$ cat config.mk
export PLATFORM = sky130hd
export DESIGN_NAME = debug_sweep_reader
export DESIGN_NICKNAME = d
export VERILOG_FILES = /design/src/rtl/debug_sweep_reader.sv
export SDC_FILE = /design/constraint.sdc
export NUM_CORES = 1
export LEC_CHECK = 0
export BUFFER_PORTS_ARGS = -buffer_cell sky130_fd_sc_hd__buf_2
export CAP_MARGIN = 15
export CORE_ASPECT_RATIO = 0.9
export CORE_MARGIN = 4
export CORE_UTILIZATION = 49
export DETAILED_ROUTE_END_ITERATION = 8
export PLACE_DENSITY = 0.87
export SLEW_MARGIN = 20
export SYNTH_ARGS = -nofsm -noshare
export SYNTH_HDL_FRONTEND = slang
export SYNTH_SLANG_ARGS = --single-unit
$ cat constraint.sdc
create_clock -name clk -period 3.3 [get_ports clk]
set_clock_uncertainty 0.2 [all_clocks]
set_input_delay 0.66 -clock clk [delete_from_list [all_inputs] [get_ports clk]]
set_output_delay 0.66 -clock clk [all_outputs]
set_load 0.03 [all_outputs]
$ cat src/rtl/debug_sweep_reader.sv
// Host-side sweep/single reader for the DebugUnit select/observe port; streams (sel, data) beats.
// Optional macro DEBUG_SWEEP_FREEZE_EN drives cpu_stall for the whole request.
module debug_sweep_reader #(
    parameter int unsigned NUM_SEL = 29,
    parameter int unsigned SEL_W   = 5,
    parameter int unsigned DATA_W  = 32,
    parameter int unsigned SETTLE  = 1
) (
    input  logic              clk,
    input  logic              reset,
    input  logic              start,
    input  logic              single_mode,
    input  logic [SEL_W-1:0]  single_sel,
    output logic [SEL_W-1:0]  DebugSel,
    input  logic [DATA_W-1:0] DebugOutput,
    output logic              out_valid,
    input  logic              out_ready,
    output logic [SEL_W-1:0]  out_sel,
    output logic [DATA_W-1:0] out_data,
    output logic              out_last,
    output logic              busy,
    output logic              done,
    output logic              cpu_stall
);

    localparam int unsigned CNT_W = (SETTLE > 1) ? $clog2(SETTLE) : 1;

    typedef enum logic [1:0] {
        S_IDLE   = 2'd0,
        S_SETTLE = 2'd1,
        S_EMIT   = 2'd2,
        S_DONE   = 2'd3
    } state_t;

    state_t              state_q, state_d;
    logic [SEL_W-1:0]    idx_q, idx_d;
    logic [CNT_W-1:0]    cnt_q, cnt_d;
    logic                mode_q, mode_d;
    logic [SEL_W-1:0]    dsel_q, dsel_d;
    logic                valid_q, valid_d;
    logic [SEL_W-1:0]    osel_q, osel_d;
    logic [DATA_W-1:0]   data_q, data_d;
    logic                last_q, last_d;
    logic                busy_q, busy_d;
    logic                done_q, done_d;

    // Next-state and output-register update
    always_comb begin
        state_d = state_q;
        idx_d   = idx_q;
        cnt_d   = cnt_q;
        mode_d  = mode_q;
        dsel_d  = dsel_q;
        valid_d = valid_q;
        osel_d  = osel_q;
        data_d  = data_q;
        last_d  = last_q;
        case (state_q)
            S_IDLE: begin
                if (start) begin
                    idx_d   = single_mode ? single_sel : '0;
                    dsel_d  = single_mode ? single_sel : '0;
                    mode_d  = single_mode;
                    cnt_d   = CNT_W'(SETTLE - 1);
                    state_d = S_SETTLE;
                end
            end
            S_SETTLE: begin
                if (cnt_q != '0) begin
                    cnt_d = cnt_q - CNT_W'(1);
                end else begin
                    data_d  = DebugOutput;
                    osel_d  = idx_q;
                    last_d  = mode_q | (idx_q == SEL_W'(NUM_SEL - 1));
                    valid_d = 1'b1;
                    state_d = S_EMIT;
                end
            end
            S_EMIT: begin
                if (out_ready) begin
                    valid_d = 1'b0;
                    if (last_q) begin
                        state_d = S_DONE;
                    end else begin
                        idx_d   = idx_q + SEL_W'(1);
                        dsel_d  = idx_q + SEL_W'(1);
                        cnt_d   = CNT_W'(SETTLE - 1);
                        state_d = S_SETTLE;
                    end
                end
            end
            S_DONE: state_d = S_IDLE;
            default: state_d = S_IDLE;
        endcase
        busy_d = (state_d == S_SETTLE) || (state_d == S_EMIT);
        done_d = (state_d == S_DONE);
    end

    always_ff @(posedge clk) begin
        if (reset) begin
            state_q <= S_IDLE;
            idx_q   <= '0;
            cnt_q   <= '0;
            mode_q  <= 1'b0;
            dsel_q  <= '0;
            valid_q <= 1'b0;
            osel_q  <= '0;
            data_q  <= '0;
            last_q  <= 1'b0;
            busy_q  <= 1'b0;
            done_q  <= 1'b0;
        end else begin
            state_q <= state_d;
            idx_q   <= idx_d;
            cnt_q   <= cnt_d;
            mode_q  <= mode_d;
            dsel_q  <= dsel_d;
            valid_q <= valid_d;
            osel_q  <= osel_d;
            data_q  <= data_d;
            last_q  <= last_d;
            busy_q  <= busy_d;
            done_q  <= done_d;
        end
    end

`ifdef DEBUG_SWEEP_FREEZE_EN
    // Hold the core from the cycle after start through the DONE cycle
    logic stall_q;
    always_ff @(posedge clk) begin
        if (reset) begin
            stall_q <= 1'b0;
        end else begin
            stall_q <= (state_d != S_IDLE);
        end
    end
    assign cpu_stall = stall_q;
`else
    assign cpu_stall = 1'b0;
`endif

    assign DebugSel  = dsel_q;
    assign out_valid = valid_q;
    assign out_sel   = osel_q;
    assign out_data  = data_q;
    assign out_last  = last_q;
    assign busy      = busy_q;
    assign done      = done_q;

endmodule

==> flow_summary_export.csv <==
group,metric,value,unit
synthesis,synth_fa_ha_area_frac,0.01954,
cells_and_area,drive_above_1_share,0.3228,
placement,gp_congestion,0.8192,
synthesis,synth_top_family_by_area,"simple AND/OR/NAND/NOR gates",
timing,worst_slack,1.433,ns
cells_and_area,nets,360,
floorplan,start_util,0.5112,
clocking,clock_path_buffers,2,
synthesis,yosys.area_share.simple,0.2560,
timing,fmax,535.6,MHz
timing,drv_slew,0,
job,maxCapViolCount,0,
floorplan,core-area,3757,µm²
timing,post-route-period-util,0.5658,
grt,grt_pass1_wl,6727,µm
grt,grt_pass1_vias,1514,
clocking,cts_tree,"done",
grt,track_usage,0.1732,
drt,wirelength,4429,µm
placement,io_buffers,87,
worst_setup_path,crit_path_start_kind,"flip-flop",
timing,setup_tns,0,ns
cells_and_area,syn_to_final_growth,27.95,%
timing,rsz0062_at_grt,"no",
clocking,clk_pin_slew,0.08,ns
timing,min_period,1.867,ns
worst_setup_path,ff2ff_setup_slack,1.50,ns
floorplan,die_w,74.00,µm
clocking,cts_sinks,49,
worst_setup_path,cp_slowest_cell,"dfxtp_1",
placement,dpl_worst_slack,1.409,ns
timing,hold_viol_final,0,
pwr,powerDensity,506.4,nW/µm²
pwr,ir_drop,0.3108,mV
floorplan,num_rows,21,
floorplan,ioPinCount,89,
worst_setup_path,worst-path-buf-inv,1,
worst_setup_path,cp-end-kind,"output port",
clocking,htree_levels,2,
floorplan,dieHeight,67.40,µm
synthesis,synth_seq_cells,49,
drt,vias,1826,
drt,routedWlPerCell,12.23,µm
drt,ant_nets,0,
grt,overflow,0,
synthesis,synth.net_count,279,
clocking,clk_latency,0.29,ns
synthesis,syn_area_per_cell,8.208,µm²
worst_setup_path,slowest_delay,0.46,ns
clocking,cts-root-buf,"clkbuf_8",
worst_setup_path,worstPathRequired,2.44,ns
grt,grt_max_degree,38,
worst_setup_path,path_class,"reg2out",
placement,detailed_place_hpwl,3134,µm
drt,first_iter_violations,87,
cells_and_area,diodes,0,
drt,drc_errors,0,
drt,first_pass_iters,4,
worst_setup_path,path_cells,"buf_2",
synthesis,synth_xor_xnor_area_share,0,
synthesis,seq_area_frac_synth,0.5107,
drt,via_per_inst,5.044,
timing,setup_viol,0,
clocking,cts_buffers,5,
synthesis,muxShareOfSynthArea,0.01564,
grt,antenna_found_initial,0,
synthesis,yosys_warnings,0,
worst_setup_path,arrival,1.01,ns
clocking,post_cts_buffers,0,
synthesis,synth_compound_area_frac,0.1511,
hold_path,worstHoldPathType,"reg2reg",
worst_setup_path,worstPathMaxFanout,7,
pwr,power.leakage,1.137,nW
synthesis,ys_types,33,
synthesis,synth_area,1921,µm²
synthesis,syn_inst,234,
cells_and_area,final_cell_mix,"buf_2, nand2_1, dfxtp_1",
cells_and_area,final_common_cell,"buf_2",
floorplan,die_area,4987,µm²
clocking,cts_resized,0,
status,status,"completed",
clocking,ctsHoldBuffers,0,
worst_setup_path,crit_family,"flip-flops",
[metrics by stage]
step / hold slack [ns] / instance area (µm²) / cells / utilization / power (W)
after global placement: 0.2394 / 2361 / 354 / 0.6284 / 0.0008977
final: 0.2535 / 2457 / 362 / 0.6540 / 0.001244
after CTS: 0.2564 / 2457 / 362 / 0.6540 / 0.001260
after floorplan: 0.2613 / 1921 / 234 / - / 0.0008260
after detailed placement: 0.2441 / 2361 / 354 / 0.6284 / 0.0009032
after global routing: 0.2687 / 2457 / 362 / 0.6540 / 0.001305
[state kept, by name, summed over array words and instances (netlist names)]
register,flops
out_sel,5
state_q,2
done,1
out_last,1
out_valid,1
DebugSel,5
busy,1
mode_q,1
out_data,32
[cell type report]
| type | instances | area [µm²] |
|---|---|---|
| Clock buffer | 6 | 82.58 |
| Clock inverter | 2 | 13.76 |
| Fill cell | 357 | 1300 |
| Inverter | 3 | 11.26 |
| Multi-Input combinational cell | 166 | 853.3 |
| Sequential cell | 49 | 980.9 |
| Tap cell | 46 | 57.56 |
| Timing Repair Buffer | 90 | 457.9 |
[Yosys cell counts, drive strengths merged]
cell | count | area (µm²)
ha | 3 | 37.54
nor2 | 3 | 11.26
clkbuf | 6 | 22.52
conb | 1 | 3.750
buf | 10 | 52.55
o22ai | 2 | 12.51
a221oi | 1 | 8.760
and4bb | 1 | 16.27
o21ai | 2 | 10.00
a21oi | 40 | 200.2
nor3 | 3 | 15.01
dfxtp | 49 | 980.9
nor3b | 3 | 27.52
and3b | 2 | 17.52
inv | 3 | 11.26
a41oi | 1 | 8.760
mux2i | 3 | 30.03
a311oi | 3 | 26.28
o32ai | 1 | 8.760
a31oi | 1 | 6.260
nor4bb | 1 | 10.01
nor2b | 5 | 33.78
and2 | 3 | 18.77
nand2 | 77 | 289.0
nand2b | 3 | 21.27
or2 | 1 | 6.260
o22a | 1 | 8.760
nand3 | 5 | 25.02
[power breakdown]
part	switching, W	internal [W]
combinational	0.000152	0.0000809
sequential	0.0000285	0.000627
clock	0.000187	0.000170
total	0.000367	0.000877
[logic make-up after synthesis]
group           after synthesis
buf+inv                      19
simple gates                107
compound gates               52
flops                        49
other cells                   1
fa+ha+maj                     3
mux                           3
[worst paths after layout]
kind | start | end | cells past startpoint
setup / recovery | DebugSel[2]$_SDFFE_PP0P_ | DebugSel[2] | 1
hold reg to reg | out_data[13]$_SDFFE_PP0P_ | out_data[13]$_SDFFE_PP0P_ | 2
hold / removal | out_data[13]$_SDFFE_PP0P_ | out_data[13]$_SDFFE_PP0P_ | 2
setup reg to reg | state_q[0]$_SDFF_PP0_ | out_data[27]$_SDFFE_PP0P_ | 4
[per-layer routing]
metal	routed length (µm)	vias to the layer above	GRT usage
li1	-	941	-
met1	1929	815	0.2044
met2	2080	65	0.2954
met3	384	5	0.04911
met4	34	0	0.07014
met5	0	-	0
No activity file was read; power rests on OpenSTA's default activity.
